**config.mk**
```make
export PLATFORM = sky130hd
export DESIGN_NAME = bip_datapath
export DESIGN_NICKNAME = d
export VERILOG_FILES = /design/src/rtl/bip_datapath.sv
export SDC_FILE = /design/constraint.sdc
export NUM_CORES = 1
export LEC_CHECK = 0
export CORE_MARGIN = 4
export CORE_UTILIZATION = 52
export DETAILED_ROUTE_END_ITERATION = 7
export HOLD_SLACK_MARGIN = 0.1
export PLACE_DENSITY = 0.93
export SKIP_LAST_GASP = 1
export SLEW_MARGIN = 40
export SYNTH_ARGS = -nofsm -noshare
export SYNTH_HDL_FRONTEND = slang
export SYNTH_SLANG_ARGS = --single-unit
```
**constraint.sdc**
```tcl
create_clock -name clk -period 5 [get_ports clk]
set_input_delay 1 -clock clk [delete_from_list [all_inputs] [get_ports clk]]
set_output_delay 1 -clock clk [all_outputs]
set_load 0.01 [all_outputs]
```
**src/rtl/bip_datapath.sv**
```systemverilog
// bip_datapath: accumulator, add/sub ALU, operand sign extension and the
// data-memory request/acknowledge sequencer for the accumulator CPU.
// Optional build macro BIP_SAT_EN: saturate ALU results on signed overflow
// instead of wrapping.
//
// Memory handshake: a request (ram_re or ram_we) is raised on the edge that
// leaves IDLE and is held, together with ram_addr/ram_wdata, until the cycle
// in which ram_ack is high; the request drops on that edge. ram_ack is only
// meaningful in RD_WAIT/WR_WAIT and is ignored in IDLE.
module bip_datapath #(
    parameter int DATA_W       = 16,
    parameter int bits_address = 11
) (
    input  logic                    clk,
    input  logic                    rst,
    input  logic [1:0]              SelA,
    input  logic                    SelB,
    input  logic                    WrAcc,
    input  logic                    Op,
    input  logic                    WrRam,
    input  logic                    RdRam,
    input  logic [bits_address-1:0] Operand,
    output logic [bits_address-1:0] ram_addr,
    output logic [DATA_W-1:0]       ram_wdata,
    output logic                    ram_we,
    output logic                    ram_re,
    input  logic [DATA_W-1:0]       ram_rdata,
    input  logic                    ram_ack,
    output logic                    stall,
    output logic [DATA_W-1:0]       Acc,
    output logic                    ovf,
    output logic [1:0]              dbgState
);

    typedef enum logic [1:0] {
        IDLE    = 2'd0,
        RD_WAIT = 2'd1,
        WR_WAIT = 2'd2
    } state_t;

    state_t state;
    state_t stateNext;

    // Controls captured when a read is issued; used on the ack cycle.
    logic [1:0] selALat;
    logic       selBLat;
    logic       opLat;
    logic       wrAccLat;

    // Controls actually steering the datapath this cycle.
    logic [1:0] selAEff;
    logic       selBEff;
    logic       opEff;
    logic       wrAccEn;

    logic [bits_address-1:0] immSrc;
    logic [DATA_W-1:0]       imm;
    logic [DATA_W-1:0]       memData;
    logic [DATA_W-1:0]       aluB;
    logic [DATA_W-1:0]       aluSum;
    logic [DATA_W-1:0]       aluRes;
    logic                    aluOvf;
    logic [DATA_W-1:0]       accNext;
    logic                    accWrite;

    assign dbgState = state;

    // Live controls in IDLE, latched controls while waiting on memory.
    always_comb begin
        selAEff = selALat;
        selBEff = selBLat;
        opEff   = opLat;
        wrAccEn = ram_ack && wrAccLat && (state == RD_WAIT);
        if (state == IDLE) begin
            selAEff = SelA;
            selBEff = SelB;
            opEff   = Op;
            wrAccEn = WrAcc && !RdRam && !WrRam;
        end
    end

    // Operand is not latched separately: ram_addr already holds it during a read.
    assign immSrc  = (state == IDLE) ? Operand : ram_addr;
    assign imm     = {{(DATA_W-bits_address){immSrc[bits_address-1]}}, immSrc};
    assign memData = (state == RD_WAIT && ram_ack) ? ram_rdata : '0;

    // ALU: add/sub with signed overflow detection and optional saturation.
    always_comb begin
        aluB   = selBEff ? imm : memData;
        aluSum = opEff ? (Acc - aluB) : (Acc + aluB);
        if (opEff) begin
            aluOvf = (Acc[DATA_W-1] != aluB[DATA_W-1]) && (aluSum[DATA_W-1] != Acc[DATA_W-1]);
        end else begin
            aluOvf = (Acc[DATA_W-1] == aluB[DATA_W-1]) && (aluSum[DATA_W-1] != Acc[DATA_W-1]);
        end
`ifdef BIP_SAT_EN
        // Overflow direction follows the sign of A: positive A can only overflow upward.
        if (aluOvf) begin
            aluRes = Acc[DATA_W-1] ? {1'b1, {(DATA_W-1){1'b0}}} : {1'b0, {(DATA_W-1){1'b1}}};
        end else begin
            aluRes = aluSum;
        end
`else
        aluRes = aluSum;
`endif
    end

    // Accumulator source mux and write qualification (SelA=11 holds).
    always_comb begin
        accNext  = Acc;
        accWrite = wrAccEn && (selAEff != 2'b11);
        case (selAEff)
            2'b00:   accNext = memData;
            2'b01:   accNext = imm;
            2'b10:   accNext = aluRes;
            default: accNext = Acc;
        endcase
    end

    // State register.
    always_ff @(posedge clk or posedge rst) begin
        if (rst) state <= IDLE;
        else     state <= stateNext;
    end

    // Next-state and stall; store wins over load when both are requested.
    always_comb begin
        stateNext = state;
        stall     = 1'b0;
        case (state)
            IDLE: begin
                stall = RdRam || WrRam;
                if (WrRam)      stateNext = WR_WAIT;
                else if (RdRam) stateNext = RD_WAIT;
            end
            RD_WAIT, WR_WAIT: begin
                stall = !ram_ack;
                if (ram_ack) stateNext = IDLE;
            end
            default: stateNext = IDLE;
        endcase
    end

    // Memory request registers, control latches, accumulator and ovf.
    always_ff @(posedge clk or posedge rst) begin
        if (rst) begin
            ram_addr  <= '0;
            ram_wdata <= '0;
            ram_we    <= 1'b0;
            ram_re    <= 1'b0;
            selALat   <= 2'b00;
            selBLat   <= 1'b0;
            opLat     <= 1'b0;
            wrAccLat  <= 1'b0;
            Acc       <= '0;
            ovf       <= 1'b0;
        end else begin
            case (state)
                IDLE: begin
                    if (WrRam) begin
                        ram_addr  <= Operand;
                        ram_wdata <= Acc;
                        ram_we    <= 1'b1;
                    end else if (RdRam) begin
                        ram_addr <= Operand;
                        ram_re   <= 1'b1;
                        selALat  <= SelA;
                        selBLat  <= SelB;
                        opLat    <= Op;
                        wrAccLat <= WrAcc;
                    end
                end
                RD_WAIT: if (ram_ack) ram_re <= 1'b0;
                WR_WAIT: if (ram_ack) ram_we <= 1'b0;
                default: ;
            endcase
            if (accWrite) begin
                Acc <= accNext;
                if (selAEff == 2'b10) ovf <= aluOvf;
            end
        end
    end

endmodule
```
==> run summary, run 1 <==
The source-to-sink clock delay at the later pin of the worst-skew pair is 310 ps. The fraction of the mapped netlist area in compound gates is 21.0%. The share of the yosys chip area belonging to registers is 32.2%. CTS saw 53 sinks. The I/O pin total came out at 86. The number of clock buffers inserted by TritonCTS is 5.

The combined area of all synthesized cells came out at 4130 sq um. Setup repair after global routing left no endpoint under its margin. The routed length per placed instance came out at 18.4 um. The maximum fanout along the worst path is 5. Before antenna repair, the detailed router went through 6 iterations. Summing the areas of all xor and xnor instances in the mapped netlist gives 4.88% of the synthesized area. The worst slack at placement came out at 70.6 ps.

The relative max-transition margin came out at 43.9%. The clock period could shrink to 4690 ps. The total negative slack for setup checks is 0 ps. The met1 layer wirelength in the final routing came out at 4.80 mm. The residual overflow from global routing came out at 0. The filler cells instantiated in the layout total 615. The number of enable flip-flop cells after synthesis is 0. The die covers 9420 sq um. The number of nets in the layout is 598.

The main combinational cell family by area after synthesis is compound AO/OA/AOI/OAI gates. The final clock skew is 11.2 ps. The run finished with clean final reports.

The global-route wire length before repair came out at 19.2 mm. The total of max-cap violations is 0. For this run, the total global-route usage over all layers was measured as 24.5%. The met2 routed wirelength came out at 5.75 mm. Summing all flip-flop and latch instances after layout gives 1330 sq um.

The clock-pin slew reported for the worst setup and hold paths after clock tree synthesis is 90 ps. The final critical-path share of the clock period came out at 93.7%. The placement row count is 32. The number of port buffers is 85. The via count is 3,836. The number of hold violations in the final report is 0. The die height came out at 97.1 um. The number of failing setup endpoints in the final timing report is 0.

The count of state elements after synthesis came out at 53. In this run the number of H-tree levels came out at 2. Relative to the synthesized area, the layout overhead comes to 26.0%.

The worst setup path is launched from a primary input. The simple-gate share of the synthesized area came out at 15.0%. After detailed routing, the total wire length is 11.8 mm.

The post-CTS setup repair buffer count came out at 0. The root buffer cell chosen for the clock tree is sky130_fd_sc_hd__clkbuf_8. The vias per cell came out at 5.99. The path class of the tightest hold or removal check is reg -> reg.

Summing all multi-input logic gate instances after layout gives 2630 sq um. The endpoint kind of the worst setup timing path is a flip-flop. The register-to-register path setup slack is 360 ps. The initial antenna violation count is 0. The total core area is 7730 sq um. At the worst endpoint, the arrival time is 4900 ps. Counting flops with an async set or reset pin after synthesis yields a share of 100%. The antenna violation net count after detailed routing is 0. The pin count of the biggest net entering global routing came out at 54. Summed over all nets, wire length on met3 after detailed routing comes to 958 um. The congestion estimate from routability-driven global placement came to 0.992.

The total inserted antenna cells is 0. The clock passes through at most 2 buffers. The share of cells above drive strength 1 is 14.7%. The synthesized instance count is 453. The detailed router used layers up to and including met4.

The number of nets in the synthesized netlist is 513. The warning count from the yosys run is 0. The final max-slew violation count came out at 0. The setup path with the least slack is of type in -> reg. In this run, post-CTS hold repair placed 0 buffers. Derived from the worst setup path, the maximum achievable clock frequency is 213 MHz. The synthesized area per cell came out at 9.11 sq um. The utilization of the core after routing is 67.3%. After detailed routing, the number of remaining DRC violations is 0. The number of global-route vias before repair is 4,026. The detailed router's first-iteration violation count came out at 458. TritonCTS built the clock tree. Yosys mapped the design onto 60 distinct sky130hd cell types.

The most used flip-flop cell after synthesis is sky130_fd_sc_hd__dfrtp_1. The required time reported for the critical path endpoint is 5210 ps. The actual transition at the worst max-transition pin is 840 ps. The fraction of the mapped netlist area in adder cells came out at 7.16%. The horizontal extent of the die is 97.1 um. The slack of the critical path is 314 ps.

The starting density of the core is 53.4%. The mux contribution to synthesized area came out at 15.6%. The HPWL after detailed placement came out at 8.91 mm.
[worst max-delay path: stages]
cell and delay (ps):
sky130_fd_sc_hd__clkdlybuf4s50_1 430, sky130_fd_sc_hd__mux2_4 330, sky130_fd_sc_hd__mux2i_1 200, sky130_fd_sc_hd__nor3_4 260, sky130_fd_sc_hd__nand2_1 100, sky130_fd_sc_hd__or2_1 270
sky130_fd_sc_hd__a21o_2 230, sky130_fd_sc_hd__o31ai_2 180, sky130_fd_sc_hd__a21oi_1 100, sky130_fd_sc_hd__o31a_1 270, sky130_fd_sc_hd__ha_1 240, sky130_fd_sc_hd__a21o_1 190
sky130_fd_sc_hd__a21o_1 170, sky130_fd_sc_hd__a21oi_1 120, sky130_fd_sc_hd__o21ai_0 150, sky130_fd_sc_hd__xnor2_1 260, sky130_fd_sc_hd__a21oi_1 120, sky130_fd_sc_hd__o31ai_2 280
[flip-flops by register name, summed over array words and instances, names as in the netlist]
signal,cells
selBLat,1
opLat,1
ram_wdata,16
selALat,2
ram_re,1
wrAccLat,1
dbgState,2
ovf,1
Acc,16
ram_we,1
ram_addr,11
[cells in the mapped netlist, types with 2 or more instances]
library cell | instances | area, sq um
sky130_fd_sc_hd__a211oi_1 | 5 | 37.5
sky130_fd_sc_hd__a21boi_0 | 4 | 30.0
sky130_fd_sc_hd__a21o_1 | 9 | 67.6
sky130_fd_sc_hd__a21oi_1 | 36 | 180
sky130_fd_sc_hd__a21oi_2 | 2 | 17.5
sky130_fd_sc_hd__a221oi_1 | 2 | 17.5
sky130_fd_sc_hd__a22o_1 | 5 | 43.8
sky130_fd_sc_hd__a31oi_1 | 6 | 37.5
sky130_fd_sc_hd__and2_1 | 2 | 12.5
sky130_fd_sc_hd__and3_1 | 3 | 18.8
sky130_fd_sc_hd__buf_1 | 2 | 7.51
sky130_fd_sc_hd__buf_2 | 4 | 20.0
sky130_fd_sc_hd__buf_6 | 2 | 22.5
sky130_fd_sc_hd__clkbuf_1 | 12 | 45.0
sky130_fd_sc_hd__dfrtp_1 | 53 | 1330
sky130_fd_sc_hd__ha_1 | 22 | 275
sky130_fd_sc_hd__inv_1 | 16 | 60.1
sky130_fd_sc_hd__mux2_2 | 39 | 439
sky130_fd_sc_hd__mux2i_1 | 12 | 120
sky130_fd_sc_hd__mux2i_4 | 3 | 67.6
sky130_fd_sc_hd__nand2_1 | 56 | 210
sky130_fd_sc_hd__nand2b_1 | 9 | 56.3
sky130_fd_sc_hd__nand3_1 | 10 | 50.1
sky130_fd_sc_hd__nand3b_1 | 4 | 30.0
sky130_fd_sc_hd__nand4_1 | 2 | 12.5
sky130_fd_sc_hd__nor2_1 | 26 | 97.6
sky130_fd_sc_hd__nor2b_1 | 2 | 12.5
sky130_fd_sc_hd__nor3_1 | 6 | 30.0
sky130_fd_sc_hd__o211ai_1 | 3 | 22.5
sky130_fd_sc_hd__o21a_1 | 2 | 15.0
sky130_fd_sc_hd__o21ai_0 | 35 | 175
sky130_fd_sc_hd__o31a_1 | 2 | 17.5
sky130_fd_sc_hd__o31ai_1 | 3 | 22.5
sky130_fd_sc_hd__o31ai_2 | 2 | 25.0
sky130_fd_sc_hd__o32ai_1 | 3 | 26.3
sky130_fd_sc_hd__o41ai_1 | 2 | 17.5
sky130_fd_sc_hd__or3_1 | 3 | 18.8
sky130_fd_sc_hd__xnor2_1 | 14 | 123
sky130_fd_sc_hd__xor2_1 | 9 | 78.8
[metal layers]
layer  track usage [%]  up-vias
met4              8.53        0
met2              42.6      199
met5                 0        -
li1                  -     1803
met3              5.03       28
met1              30.1     1806
[cell usage in the layout, fill, tap and decap left out, types with 4 or more instances in the layout]
cell	instances
sky130_fd_sc_hd__nand3_1	10
sky130_fd_sc_hd__clkbuf_8	6
sky130_fd_sc_hd__nand2b_1	8
sky130_fd_sc_hd__buf_4	14
sky130_fd_sc_hd__clkdlybuf4s50_1	85
sky130_fd_sc_hd__a31oi_1	6
sky130_fd_sc_hd__nand3b_1	4
sky130_fd_sc_hd__ha_1	22
sky130_fd_sc_hd__a211oi_1	5
sky130_fd_sc_hd__nor3_1	6
sky130_fd_sc_hd__o21ai_0	35
sky130_fd_sc_hd__dfrtp_1	53
sky130_fd_sc_hd__mux2_2	39
sky130_fd_sc_hd__a22o_1	5
sky130_fd_sc_hd__nand2_1	56
sky130_fd_sc_hd__xnor2_1	14
sky130_fd_sc_hd__a21oi_1	36
sky130_fd_sc_hd__nor2_1	26
sky130_fd_sc_hd__a21boi_0	4
sky130_fd_sc_hd__mux2i_1	11
sky130_fd_sc_hd__a21o_1	9
sky130_fd_sc_hd__xor2_1	9
sky130_fd_sc_hd__inv_1	15
[kinds of logic (layout without fill, tap and decap cells)]
| kind of cell | Yosys count | after routing |
|---|---|---|
| flops | 53 | 53 |
| simple gates | 129 | 129 |
| fa+ha+maj | 23 | 23 |
| buf+inv | 38 | 123 |
| compound gates | 132 | 132 |
| xor+xnor | 23 | 23 |
| mux | 55 | 55 |
[path summary, 6_finish.rpt]
path                              startpoint           end  cells after the start
worst max register to register   dbgState[0]       Acc[15]                     20
min in group asynchronous                rst   ram_addr[4]                      2
worst min-delay path            ram_wdata[1]  ram_wdata[1]                      2
worst max-delay path                    SelB       Acc[15]                     18
max in group asynchronous                rst  ram_wdata[9]                      2
worst min register to register  ram_wdata[1]  ram_wdata[1]                      2
[per-stage QoR]
stage	area (sq um)	hold slack, ps	instances
2_1_floorplan	4130	479	453
3_3_place_gp	5100	468	633
3_5_place_dp	5100	481	633
4_1_cts	5190	501	640
5_1_grt	5200	532	640
6_report	5200	493	640
[area by class of cell]
cell class	instances	area share, %
Inverter	16	1.20
Sequential cell	53	25.5
Tap cell	102	2.46
Multi-Input combinational cell	362	50.6
Clock buffer	7	1.66
Timing Repair Buffer	100	18.6
[repair_timing]
action	4_1_cts	5_1_grt
hold endpoints to repair	0	0
setup endpoints to repair	0	1
resized for setup	0	2
Power of run 1 is left out: the tool's default activity adds up to more than one toggle a clock period on the data nets, which glitch-free logic cannot reach.
==> run 2, diff against run 1 <==
HOLD_SLACK_MARGIN = 0.06   (was 0.1)
==> results of run 2 <==
Same layout as run 1: the final DEF is identical, and so are final timing and power.
Power of run 2 is left out for the same reason.
==> run 3, diff against run 2 <==
--- a/config.mk
+++ b/config.mk
@@ -7,3 +7,2 @@
 export LEC_CHECK = 0
-export CORE_MARGIN = 4
 export CORE_UTILIZATION = 52
--- a/constraint.sdc
+++ b/constraint.sdc
@@ -3,2 +3,2 @@
 set_output_delay 1 -clock clk [all_outputs]
-set_load 0.01 [all_outputs]
+set_load 0.02 [all_outputs]
==> run summary, run 3 (synthesis results as in run 1) <==
The detailed router's first-iteration violation count is 418. The antenna violation net count after detailed routing came out at 0. The total of max-cap violations is 0.

The share of cells above drive strength 1 came out at 15.1%. For hold timing, the worst endpoint is ram_wdata[1]. The total inserted antenna cells is 0. The register-to-register path setup slack came out at 260 ps. Final hold analysis gives a worst-case slack of 499 ps. Clock-pin slew was measured on the worst setup and hold paths at 100 ps. The worst path uses 96.1% of the clock period. The worst min-delay path startpoint is ram_wdata[1]. The number of cells on the worst reg-to-reg path is 20. For the finished layout, the period the worst path requires is 4810 ps. The pin count of the biggest net entering global routing is 54.

The run finished with clean final reports. The worst hold path belongs to the class reg -> reg. The actual transition at the worst max-transition pin came out at 784 ps.

The total wire length after detailed routing is 11.2 mm. Routability-driven placement finished with a final weighted congestion of 0.913. The worst hold path passes through 2 cells. The number of port buffers is 85. The layout has 590 filler cells. The number of nets in the layout came out at 597. The number of hold violations in the final report is 0. In this run the horizontal extent of the chip is 91.1 um. Setup repair after global routing left no endpoint under its margin.

The final max-slew violation count is 0. The starting density of the core is 53.7%. The relative max-transition margin came out at 47.8%. The number of failing setup endpoints in the final timing report came out at 0. The global-route wire length before repair came out at 18.1 mm. The number of global-route vias before repair came to 3,715. Dividing the detail-routed via count by the number of cells gives 6.08. The placement row count is 32. For this run, design rule violations remaining after detail routing come to 0. The finished layout holds 639 standard cells, fillers aside. Clock skew on the completed layout was measured at 7.51 ps.

Based on the critical path, the design can be clocked at up to 208 MHz. The utilization of the core after routing is 67.8%. After floorplanning, the core was sized to cover 7690 sq um. The startpoint identified for the worst register-to-register timing path is dbgState[1]. The die outline area is 8290 sq um. The detailed router placed 3,887 vias in this run. By startpoint and endpoint, the worst setup path is classified as in -> reg. The tree is rooted in a sky130_fd_sc_hd__clkbuf_8. The floorplan step set the die height to 91.1 um.

Data on the critical path is required at its endpoint by 5260 ps. At the worst endpoint, the arrival time is 5060 ps. The initial antenna violation count came to 0.

The routed length per placed instance came out at 17.5 um. OpenSTA, run right after detailed placement, puts the worst setup slack at -106 ps. The largest registers in the layout are Acc (16), ram_wdata (16), ram_addr (11).

TritonCTS built the clock tree. Leaving out fill and tap cells, the most frequent cell in the layout is sky130_fd_sc_hd__clkdlybuf4s50_1. The area added between synthesis and finish came out at 26.3%. The endpoint identified for the worst register-to-register timing path is Acc[15]. The worst setup path is launched from a primary input. The tree built by TritonCTS fans out to 53 sinks. The residual overflow from global routing is 0.

The slack of the critical path came out at 193 ps. Counting tap cells, the placed design contains a total of 631 instances. The endpoint kind of the worst setup timing path is a flip-flop. The number of clock buffers inserted by TritonCTS came out at 5.

The buffer levels on the longest clock path is 2. Of all nets on the critical path, the largest fanout is 4. The top cell types in the final layout, fill and taps aside, are 85 x sky130_fd_sc_hd__clkdlybuf4s50_1, 55 x sky130_fd_sc_hd__nand2_1, 53 x sky130_fd_sc_hd__dfrtp_1. The number of iterations in the first detailed-routing pass is 5.

The I/O pin total came out at 86. The total number of H-tree levels is 2. The HPWL after detailed placement is 8.38 mm. Global routing used 27.3% of the available tracks across all layers. The source-to-sink clock delay at the later pin of the worst-skew pair is 310 ps.
## run 3: cell types whose count changed in the layout (fill, tap and decap cells not counted), sizes merged
cell    change
clkbuf      -2
buf         -1
bufinv      +1
clkinv      +1
## run 3: repair_timing
action                     in CTS  in global routing
setup buffers                   0                  1
gates resized for setup         0                  4
hold buffers                    0                  0
setup endpoints to repair       0                  2
## run 3: area by class of cell
type                       count  area, sq um  share of cell area, %
sequential                    53         1330                   25.5
multi-input combinational    362         2640                   50.6
timing repair buffer          99          956                   18.3
inverter                      16         60.1                   1.15
clock inverter                 2         35.0                  0.672
tap                          102          128                   2.45
clock buffer                   5         68.8                   1.32
## run 3: worst max-delay path, cell delays in order
cell                              delay [ps]
sky130_fd_sc_hd__clkdlybuf4s50_1         450
sky130_fd_sc_hd__mux2i_1                 450
sky130_fd_sc_hd__o311ai_0                280
sky130_fd_sc_hd__xor2_1                  200
sky130_fd_sc_hd__nor2_1                  120
sky130_fd_sc_hd__a21oi_1                  60
sky130_fd_sc_hd__ha_1                    340
sky130_fd_sc_hd__nor2b_1                 150
sky130_fd_sc_hd__o21ai_0                 240
sky130_fd_sc_hd__a21boi_0                180
sky130_fd_sc_hd__o21ai_0                 270
sky130_fd_sc_hd__a21boi_0                240
sky130_fd_sc_hd__o41ai_1                 490
sky130_fd_sc_hd__o21ai_0                 210
sky130_fd_sc_hd__mux2_2                  300
sky130_fd_sc_hd__nand2_1                  70
## run 3: per-stage QoR
| stage | setup TNS [ps] | instance area (sq um) |
|---|---|---|
| floorplan | 0 | 4130 |
| global placement | 0 | 5080 |
| detailed placement | -106 | 5090 |
| CTS | 0 | 5190 |
| global route | 0 | 5210 |
| finish | 0 | 5210 |
## run 3: worst max-delay path by stage
stage / slack (ps) / cells after the start / start / endpoint
final: 190 / 16 / Op / Acc[14]
after floorplan: 750 / 20 / dbgState[1] / Acc[14]
after detailed placement: -110 / 18 / SelB / Acc[15]
after CTS: 130 / 18 / SelB / Acc[15]
after global placement: 140 / 16 / Op / Acc[14]
after global routing: 9 / 18 / SelB / Acc[15]
## run 3: routing by layer
| metal | wire [um] | vias up | GRT usage (%) |
|---|---|---|---|
| met5 | 0 | - | 0 |
| met1 | 4670 | 1828 | 35.0 |
| met4 | 389 | 0 | 11.8 |
| li1 | - | 1808 | - |
| met3 | 831 | 40 | 4.44 |
| met2 | 5320 | 211 | 45.6 |
Power of run 3 is left out for the same reason.
